[config.mk]
export PLATFORM = sky130hd
export DESIGN_NAME = fpr_wb_scheduler
export DESIGN_NICKNAME = d
export VERILOG_FILES = /design/src/rtl/fpr_wb_scheduler.sv
export SDC_FILE = /design/constraint.sdc
export NUM_CORES = 1
export LEC_CHECK = 0
export BUFFER_PORTS_ARGS = -buffer_cell sky130_fd_sc_hd__buf_2
export CAP_MARGIN = 30
export CELL_PAD_IN_SITES_DETAIL_PLACEMENT = 0
export CELL_PAD_IN_SITES_GLOBAL_PLACEMENT = 1
export CORE_MARGIN = 10
export CORE_UTILIZATION = 35
export DETAILED_ROUTE_END_ITERATION = 10
export GPL_ROUTABILITY_DRIVEN = 0
export PLACE_DENSITY_LB_ADDON = 0.15
export SYNTH_ARGS = -nofsm -noshare
export SYNTH_HDL_FRONTEND = slang
export SYNTH_SLANG_ARGS = --single-unit
[constraint.sdc]
create_clock -name clk -period 3.8 [get_ports clk]
set_input_delay 0.57 -clock clk [delete_from_list [all_inputs] [get_ports clk]]
set_output_delay 0.57 -clock clk [all_outputs]
set_load 0.03 [all_outputs]
[src/rtl/fpr_wb_scheduler.sv]
// FP register scoreboard and round-robin write-back arbiter.
// Issue stalls on RAW/WAW hazards; one FPU result is written back per cycle.
module fpr_wb_scheduler #(
    parameter int NUM_UNITS = 3,
    parameter int DW        = 32,
    parameter int UW        = (NUM_UNITS > 1) ? $clog2(NUM_UNITS) : 1
) (
    input  logic                   clk,
    input  logic                   rst,
    input  logic                   issue_valid,
    input  logic [4:0]             issue_rs1,
    input  logic [4:0]             issue_rs2,
    input  logic                   issue_use_rs2,
    input  logic [4:0]             issue_rd,
    input  logic [UW-1:0]          issue_unit,
    input  logic [NUM_UNITS-1:0]   unit_free,
    output logic                   issue_ready,
    input  logic [NUM_UNITS-1:0]   res_valid,
    input  logic [5*NUM_UNITS-1:0] res_rd,
    input  logic [DW*NUM_UNITS-1:0] res_data,
    output logic [NUM_UNITS-1:0]   res_ready,
    output logic                   reg_write,
    output logic [4:0]             rdi,
    output logic [DW-1:0]          write_data,
    output logic [31:0]            busy,
    output logic                   sb_err
);

    logic [4:0]    rd_arr   [NUM_UNITS];
    logic [DW-1:0] data_arr [NUM_UNITS];

    for (genvar i = 0; i < NUM_UNITS; i++) begin : g_unpack
        assign rd_arr[i]   = res_rd[5*i +: 5];
        assign data_arr[i] = res_data[DW*i +: DW];
    end

    logic [UW-1:0] rr;
    logic [UW-1:0] gidx;
    logic [UW-1:0] cand;
    logic          found;
    logic          unit_ok;
    logic [4:0]    g_rd;
    logic [31:0]   busy_next;

    // Out-of-range unit indices never match, so they are never ready.
    always_comb begin
        unit_ok = 1'b0;
        for (int i = 0; i < NUM_UNITS; i++) begin
            if (issue_unit == UW'(i)) unit_ok = unit_free[i];
        end
        issue_ready = !busy[issue_rs1]
                    & !(issue_use_rs2 & busy[issue_rs2])
                    & !busy[issue_rd]
                    & unit_ok;
    end

    // Search starts just after the last granted unit.
    always_comb begin
        found = 1'b0;
        gidx  = '0;
        cand  = '0;
        for (int k = 1; k <= NUM_UNITS; k++) begin
            cand = UW'((int'(rr) + k) % NUM_UNITS);
            if (!found && res_valid[cand]) begin
                found = 1'b1;
                gidx  = cand;
            end
        end
        res_ready = found ? (NUM_UNITS'(1) << gidx) : '0;
        g_rd      = rd_arr[gidx];
    end

    // Set is applied after clear so a same-edge collision keeps the bit set.
    always_comb begin
        busy_next = busy;
        if (found) busy_next[g_rd] = 1'b0;
        if (issue_valid && issue_ready) busy_next[issue_rd] = 1'b1;
    end

    always_ff @(posedge clk) begin
        if (rst) begin
            busy       <= '0;
            reg_write  <= 1'b0;
            rdi        <= '0;
            write_data <= '0;
            sb_err     <= 1'b0;
            rr         <= UW'(NUM_UNITS - 1);
        end else begin
            busy      <= busy_next;
            reg_write <= found;
            if (found) begin
                rdi        <= g_rd;
                write_data <= data_arr[gidx];
                rr         <= gidx;
                if (!busy[g_rd]) sb_err <= 1'b1;
            end
        end
    end

endmodule

Yosys cells after proc, flatten, opt, wreduce, memory -nomap -nowiden
Cells that the tools add are included.

word-level totals
  register bits after elaboration = 73
  input port bits = 138
  output and inout bits = 75
  logic and storage cells = 82

operators by class
  $add $sub $neg = 3
  divide/modulo/power cells = 3
  order comparisons = 10
  equality and inequality tests = 2
  shift-type cells = 1
  muxes and demuxes = 36
  bitwise operators = 9
  reductions and logical operators = 12

operators by type and width
  kind                                                                                 number
  32-bit 2-to-1 mux                                                                    4
  32-bit by 3-bit modulo with 32-bit output, second input constant                     3
  32-bit binary-select mux with 2-bit select                                           1
  32-bit AND                                                                           1
  32-bit NOT                                                                           1
  32-bit OR                                                                            1
  5-bit by 6-bit < comparator with 1-bit output, second input constant                 4
  1-bit binary-select mux with 5-bit select                                            4
  1-bit 2-to-1 mux                                                                     15
  5-bit binary-select mux with 2-bit select                                            1
  1-bit demux with 5-bit select                                                        2
  5-bit by 1-bit greater-or-equal comparator with 1-bit output, second input constant  2
  5-bit 2-to-1 mux                                                                     2
  2-bit by 3-bit < comparator with 1-bit output, second input constant                 3
  2-bit by 2-bit adder with 3-bit output, second input constant                        2
  1-bit binary-select mux with 2-bit select                                            3
  2-bit 2-to-1 mux                                                                     3
  1-bit logical AND                                                                    5
  1-bit logical NOT                                                                    5
  1-bit AND                                                                            4
  2-bit by 1-bit adder with 3-bit output, second input constant                        1
  3-bit greater-or-equal comparator, second input constant                             1
  3-bit 2-to-1 mux                                                                     1
  2-bit NOT with 3-bit output                                                          1
  other kinds (6)                                                                      6

Depth between registers and ports, before layout
Gate-level depths: netlist of the first run.

  depth after elaboration = 24
  gate-level depth with buffers = 15
  depth with buffers taken out = 13

Worst setup path before layout of the first run
OpenSTA, ideal clock, no wires.

  path kind = input -> register
  start point = input port issue_rs1[0]
  end point = register busy[28]
  library setup time = 0.071 ns
  arrival = 3.235 ns
  data required time = 3.729 ns
  setup slack = 0.494 ns
  stages on the path = 9
  buffers on the path = 1
  cell sequence = buf_4 mux4_2 mux4_2 mux2_2 a2111oi_4 and2_1 nor3b_4 nand2_1 a21oi_1

between the ends
  cells in the longest elaborated chain, start to end = 8

ends and longest elaborated chain
  what                                       line  RTL
  start, declared                            11    input logic [4:0] issue_rs1,
  1-bit binary-select mux with 5-bit select  51    issue_ready = !busy[issue_rs1]
  1-bit 2-to-1 mux (not written as such)     51
  1-bit logical NOT                          51
  1-bit AND                                  52    & !(issue_use_rs2 & busy[issue_rs2])
  1-bit AND                                  53    & !busy[issue_rd]
  1-bit AND                                  54    & unit_ok;
  named net issue_ready                      17    output logic issue_ready,
  1-bit logical AND                          77    if (issue_valid && issue_ready) busy_next[issue_rd] = 1'b1;
  32-bit 2-to-1 mux                          77
  end signal, assigned                       89    busy <= busy_next;
  end, declared                              25    output logic [31:0] busy,

The timed path passes the listed nets, and every way through them passes these cells. The select of a mux whose other input is x is not followed.
A chain may end at the register's enable or synchronous reset.

Worst setup path in the final report of the first run
  start point = register rr[0]
  end point = register busy[12]

between the ends
  cells in the longest elaborated chain, start to end = 24
  elaborated cells between the ends (all ways) = 36
  those cells by class = add/sub (3); div (3); order compare (2); mux (19); bitwise (4); reduce/logical (5)

ends and longest elaborated chain
  what                                       line  RTL
  start, declared                            37    logic [UW-1:0] rr;
  start signal, assigned                     87    rr <= UW'(NUM_UNITS - 1);
  start signal, assigned                     94    rr <= gidx;
  2-bit by 1-bit adder with 3-bit output     63    cand = UW'((int'(rr) + k) % NUM_UNITS);
  32-bit by 3-bit modulo with 32-bit output  63
  1-bit binary-select mux with 2-bit select  64    if (!found && res_valid[cand]) begin
  1-bit 2-to-1 mux (not written as such)     64
  1-bit 2-to-1 mux                           64
  1-bit logical NOT                          64
  1-bit logical AND                          64
  1-bit 2-to-1 mux                           64
  (+8 left out)                              -
  1-bit logical AND (not written as such)    76    if (found) busy_next[g_rd] = 1'b0;
  1-bit 2-to-1 mux (not written as such)     76
  1-bit demux with 5-bit select              76
  32-bit NOT (no line)                       -
  32-bit AND (no line)                       -
  32-bit 2-to-1 mux (*)                      76
  32-bit OR (no line)                        -
  32-bit 2-to-1 mux (*)                      77

Every way passes the cells marked *; elsewhere a longest branch is shown, timed or not. The select of a mux whose other input is x is not followed.

==> results of run 1 <==
[tightest hold or removal path, cell delays in order]
cell,delay [ns]
buf_2,0.07
a221oi_1,0.06
nor2_1,0.07
[layout make-up]
type	count	area, um2	share of cell area
Tap cell	180	225	0.0347
Sequential cell	73	1460	0.225
Multi-Input combinational cell	477	3360	0.517
Clock buffer	12	246	0.0380
Timing Repair Buffer	224	1150	0.178
Inverter	9	33.8	0.00520
Clock inverter	3	17.5	0.00270
[stage by stage]
stage,cells,utilization,hold slack (ns),setup WS (ns)
CTS,978,0.465,0.478,0.198
global placement,963,0.447,0.463,0.346
global route,978,0.466,0.500,0.0402
detailed placement,963,0.447,0.474,0.236
finish,978,0.466,0.481,0.314
floorplan,599,-,0.491,0.494
[logic make-up after synthesis]
kind of cell	synth area share
flops	0.292
mux	0.258
buf+inv	0.0403
simple gates	0.187
fa+ha+maj	0.0100
compound gates	0.213
[placed cells by master, fill, tap and decap left out, drive strengths merged, types with 2 or more instances in the layout]
| master | Yosys | layout |
|---|---|---|
| buf | 10 | 224 |
| nor3 | 7 | 7 |
| nor2 | 97 | 97 |
| a31oi | 3 | 3 |
| a221oi | 6 | 6 |
| clkbuf | 30 | 12 |
| and2 | 5 | 5 |
| nand2b | 6 | 6 |
| a211oi | 28 | 28 |
| o21ai | 45 | 45 |
| mux2 | 3 | 3 |
| or3 | 3 | 3 |
| mux2i | 62 | 62 |
| a21oi | 64 | 64 |
| a22oi | 2 | 2 |
| inv | 9 | 9 |
| nor3b | 3 | 3 |
| a211o | 3 | 3 |
| a31o | 3 | 3 |
| nor2b | 5 | 5 |
| o211ai | 2 | 2 |
| nand3b | 2 | 2 |
| nand2 | 55 | 55 |
| and3 | 5 | 5 |
| a311oi | 2 | 2 |
| dfxtp | 73 | 73 |
| nand3 | 16 | 16 |
| clkinv | 0 | 2 |
| mux4 | 28 | 28 |
| ha | 4 | 4 |
[layer usage]
layer / GRT usage / up-vias / wire length [um]
li1: - / 2590 / -
met3: 0.0759 / 51 / 1910
met1: 0.227 / 2437 / 8140
met4: 0.0739 / 2 / 637
met5: 0 / - / 13
met2: 0.313 / 274 / 9140
[power by group through the flow]
stage                     registers (mW)  logic (mW)  clock network, mW
after floorplan                     1.37        2.35                  0
after global placement              1.07        3.56                  0
after detailed placement            1.07        3.60                  0
after CTS                           1.06        3.60              0.782
after global routing                1.08        3.98              0.820
final                               1.06        3.60              0.767
[cell usage after synthesis, types with 2 or more instances]
cell type	n	area share
mux4_2	28	0.13
nand2_1	55	0.041
nand2b_1	6	0.0075
nor2_1	94	0.071
buf_2	8	0.0080
a211o_1	3	0.0053
nor3_1	7	0.0070
a311oi_1	2	0.0035
o21ai_0	44	0.044
o211ai_1	2	0.0030
a31oi_1	3	0.0038
a21oi_1	63	0.063
mux2i_1	61	0.12
ha_1	4	0.010
a221oi_1	6	0.011
or3_1	3	0.0038
a22oi_1	2	0.0030
nor2_2	3	0.0038
and3_1	5	0.0063
dfxtp_1	73	0.29
clkbuf_1	30	0.023
nand3b_1	2	0.0030
inv_1	9	0.0068
and2_1	5	0.0063
nor3b_1	2	0.0030
buf_4	2	0.0030
a211oi_1	28	0.042
mux2_2	3	0.0068
nand3_1	16	0.016
a31o_2	3	0.0053
nor2b_1	5	0.0063
[sequential cells by signal, indices dropped and copies added (netlist names)]
signal      count
busy           32
sb_err          1
reg_write       1
rdi             5
rr              2
write_data     32
[final timing paths]
| kind | cells past startpoint | from | slack [ns] | end |
|---|---|---|---|---|
| setup / recovery | 13 | rr[0] | 0.31 | busy[12] |
| hold / removal | 3 | res_data[90] | 0.48 | write_data[26] |
| setup reg to reg | 13 | rr[0] | 0.31 | busy[12] |
| hold reg to reg | 2 | write_data[8] | 0.49 | write_data[8] |
==> results.json, run 1 <==
{
  "status": "finished, final reports clean",
  "finalMaxSlewViolations": 0,
  "synth_nets": 741,
  "clk_pin_slew_worst_paths_ns": 0.06,
  "vias": 5354,
  "critPathCaptureType": "flip-flop",
  "crit_fanout": 13,
  "finalSetupViolCount": 0,
  "powerDensity_nw_per_um2": 835,
  "switching_share": 0.498,
  "p_leak_nw": 2.97,
  "antenna_found_initial": 1,
  "synth-seq-cells": 73,
  "finalPower_mw": 5.42,
  "syn_area_per_cell_um2": 8.35,
  "grt_pass1_wl_um": 30800,
  "placed_cell_area_um2": 6220,
  "pwr-share-clk": 0.141,
  "drt-initial-drc-count": 329,
  "layout_worst_path_cycle_share": 0.917,
  "wl_per_cell_um": 20.3,
  "viasPerCell": 5.47,
  "dp_hpwl_um": 15800,
  "crit_slowest_cell": "ha_1",
  "syn_area_um2": 5000,
  "fp.dieW_um": 140,
  "comb_power_share": 0.664,
  "yosysUniqueCellTypes": 53,
  "syn_inst": 599,
  "core.rowCount": 43,
  "tightest_slew_ns": 0.798,
  "fin_worst_skew_ns": 0.00758,
  "area_growth_pct": 29.8,
  "cts.sinks": 73,
  "synth_ff_type": "dfxtp_1",
  "die_height_um": 140,
  "grt_max_degree": 60,
  "htreeDepth": 3,
  "async_flop_share": 0,
  "yosysSeqAreaShare": 0.292,
  "fmax_ghz": 0.287,
  "worst_setup_path_start_kind": "flip-flop",
  "numPortBuffers": 212,
  "path_class": "reg -> reg",
  "n_antenna_cell": 0,
  "fin_crit_ns": 3.49,
  "post_cts_buffers": 0,
  "crit_buf_inv": 3,
  "critPathTopFamily": "simple AND/OR/NAND/NOR gates",
  "clockBufferDepth": 2,
  "overflow": 0,
  "core_um2": 13900,
  "fin_nets": 936,
  "firstDrtPassIters": 4,
  "final_area_um2": 6490,
  "worstPathCellList": "inv_1 -> ha_1 -> and2_1 -> o22ai_1 -> nand3_2 -> inv_1 -> buf_4 -> mux2_2 -> nand2_1 -> and2_1 -> nand2_1 -> o21ai_0 -> a21oi_1",
  "wl_um": 19800,
  "holdCritPathClass": "in -> reg",
  "p_seq_frac": 0.195,
  "cap_viol_max_count": 0,
  "finalHoldViolCount": 0,
  "cts_resized": 0,
  "peakVddDrop_v": 0.000346,
  "fillCellCount": 1423,
  "cts-root-buf": "clkbuf_16",
  "initial_core_util": 0.359,
  "clk_latency_ns": 0.33,
  "cts_inserted_buffers": 9,
  "drc": 0,
  "grt_pass1_vias": 5510,
  "ant_nets": 0,
  "cts_hold_buf": 0,
  "io_pins": 213,
  "drive_gt1_frac": 0.355,
  "synth_edf_count": 0,
  "crit_required_ns": 3.98,
  "arrival_ns": 3.66,
  "final.setup.tns_ns": 0,
  "slew_headroom": 0.468,
  "internal_power_mw": 2.72,
  "p_switching_mw": 2.70,
  "ys_warn_count": 0,
  "critPathMaxStageDelay_ns": 0.44,
  "cts_tree": "built",
  "fp.dieArea_um2": 19500,
  "grt_use_total": 0.194,
  "rsz0062_at_grt": "false"
}
No activity file was read; power rests on OpenSTA's default activity.
==> run 2: changes to the inputs <==
--- a/config.mk
+++ b/config.mk
@@ -15,4 +15,5 @@
 export GPL_ROUTABILITY_DRIVEN = 0
 export PLACE_DENSITY_LB_ADDON = 0.15
+export SETUP_SLACK_MARGIN = 0.3
 export SYNTH_ARGS = -nofsm -noshare
 export SYNTH_HDL_FRONTEND = slang
==> constraint.sdc (replaced) <==
create_clock -name clk -period 3.8 [get_ports clk]
set_input_delay 0.38 -clock clk [delete_from_list [all_inputs] [get_ports clk]]
set_output_delay 0.38 -clock clk [all_outputs]
set_load 0.03 [all_outputs]
==> run 2 against run 1 <==
Compared with the run above: setup slack improved by 0.17 ns; cell count grew 0.72%; global-route usage fell by 0.052 points; maximum frequency grew 5.2%; sequential power hardly changed; die area stayed put; design area rose by 2.2%; routed wire length rose by 0.71%; critical endpoint is now sb_err; largest power group unchanged.
==> results.json, run 2 (synthesis results as in run 1) <==
{
  "numPortBuffers": 212,
  "holdCritPathClass": "in -> reg",
  "slew_headroom": 0.469,
  "critPathCaptureType": "flip-flop",
  "path_class": "reg -> reg",
  "wl_um": 20000,
  "comb_power_share": 0.665,
  "peakVddDrop_v": 0.000441,
  "finalHoldWorstSlack_ns": 0.279,
  "htreeDepth": 3,
  "finalSetupViolCount": 0,
  "cts_hold_buf": 0,
  "fmax_ghz": 0.302,
  "fin_nets": 942,
  "io_pins": 213,
  "fp.dieW_um": 140,
  "rsz0062_at_grt": "false",
  "fin_crit_ns": 3.31,
  "grt_pass1_vias": 5529,
  "final_area_um2": 6640,
  "die_height_um": 140,
  "vias": 5404,
  "cap_viol_max_count": 0,
  "ant_nets": 0,
  "place_ws_ns": 0.267,
  "internal_power_mw": 2.95,
  "clk_latency_ns": 0.34,
  "powerDensity_nw_per_um2": 869,
  "place_inst": 959,
  "top_regs": "busy: 32 flops, write_data: 32 flops, rdi: 5 flops",
  "tightest_slew_ns": 0.797,
  "core_um2": 13900,
  "p_seq_frac": 0.182,
  "drt-initial-drc-count": 312,
  "drive_gt1_frac": 0.368,
  "finalHoldViolCount": 0,
  "placed_cell_area_um2": 6190,
  "crit_fanout": 8,
  "crit_required_ns": 4.06,
  "grt_max_degree": 60,
  "p_leak_nw": 3.01,
  "initial_core_util": 0.359,
  "status": "finished, final reports clean",
  "finalPower_mw": 5.77,
  "cts_tree": "built",
  "fin_worst_skew_ns": 0.00590,
  "drc": 0,
  "clockBufferDepth": 2,
  "dp_hpwl_um": 15500,
  "grt_pass1_wl_um": 30500,
  "p_switching_mw": 2.82,
  "grt_use_total": 0.193,
  "cts-root-buf": "clkbuf_16",
  "wl_per_cell_um": 20.3,
  "pwr-share-clk": 0.153,
  "stdcell_count": 985,
  "antenna_found_initial": 0,
  "cts_inserted_buffers": 9,
  "switching_share": 0.488,
  "viasPerCell": 5.49,
  "core.rowCount": 43,
  "area_growth_pct": 32.7,
  "worst_setup_path_start_kind": "flip-flop",
  "arrival_ns": 3.57,
  "fin_ws_ns": 0.487,
  "final.setup.tns_ns": 0,
  "layout_commonest_cell": "buf_2",
  "clk_pin_slew_worst_paths_ns": 0.06,
  "n_antenna_cell": 0,
  "finalMaxSlewViolations": 0,
  "overflow": 0,
  "firstDrtPassIters": 5,
  "utilization": 0.476,
  "final_cell_mix": "buf_2 (212), nor2_1 (94), dfxtp_1 (73)",
  "fp.dieArea_um2": 19500,
  "cts.sinks": 73,
  "layout_worst_path_cycle_share": 0.872
}
## run 2: cell count changes in the layout (fill, tap and decap cells not counted), sizes merged
cell,change
clkinvlp,+1
buf,+4
inv,-1
clkbuf,+1
bufinv,+1
a21oi,+1
## run 2: path summary, 6_finish.rpt
kind,from,cells after the start,slack (ns),end
setup / recovery,rr[1],13,0.49,sb_err
hold / removal,res_data[89],3,0.28,write_data[25]
setup reg to reg,rr[1],13,0.49,sb_err
hold reg to reg,write_data[4],2,0.48,write_data[4]
## run 2: critical path, cell delays in order (launching register included)
cell and delay (ns):
dfxtp_1 0.38, inv_1 0.08, ha_1 0.27, mux2i_1 0.16
or3_1 0.32, a31o_2 0.29, a21oi_4 0.34, o211a_4 0.25
nor2_4 0.07, clkbuf_4 0.22, a211o_1 0.30, a32oi_1 0.20
nand3b_1 0.12, a211oi_1 0.23
## run 2: final cells by class
| type | instances | area, um2 |
|---|---|---|
| Sequential cell | 73 | 1460 |
| Multi-Input combinational cell | 478 | 3380 |
| Clock buffer | 12 | 256 |
| Tap cell | 180 | 225 |
| Timing Repair Buffer | 229 | 1220 |
| Fill cell | 1396 | 7300 |
| Clock inverter | 4 | 51.3 |
| Inverter | 9 | 37.5 |
## run 2: what timing repair did
item,4_1_cts,5_1_grt
gates cloned,0,1
setup endpoints to repair,8,31
resized for setup,1,9
setup buffers,0,9
pin swaps,0,2
## run 2: layer usage
layer,global-route usage,up-vias,share of wire
met3,0.0759,27,0.10
met5,0,-,0
met1,0.230,2475,0.42
met2,0.316,284,0.47
met4,0.0538,0,0.015
li1,-,2618,-
## run 2: power groups by stage
stage / Clock [mW] / Combinational (mW) / Sequential (mW)
floorplan: 0 / 2.35 / 1.37
global placement: 0 / 3.54 / 1.06
detailed placement: 0 / 3.57 / 1.06
CTS: 0.904 / 3.58 / 1.05
global route: 0.944 / 4.19 / 1.07
finish: 0.880 / 3.84 / 1.05
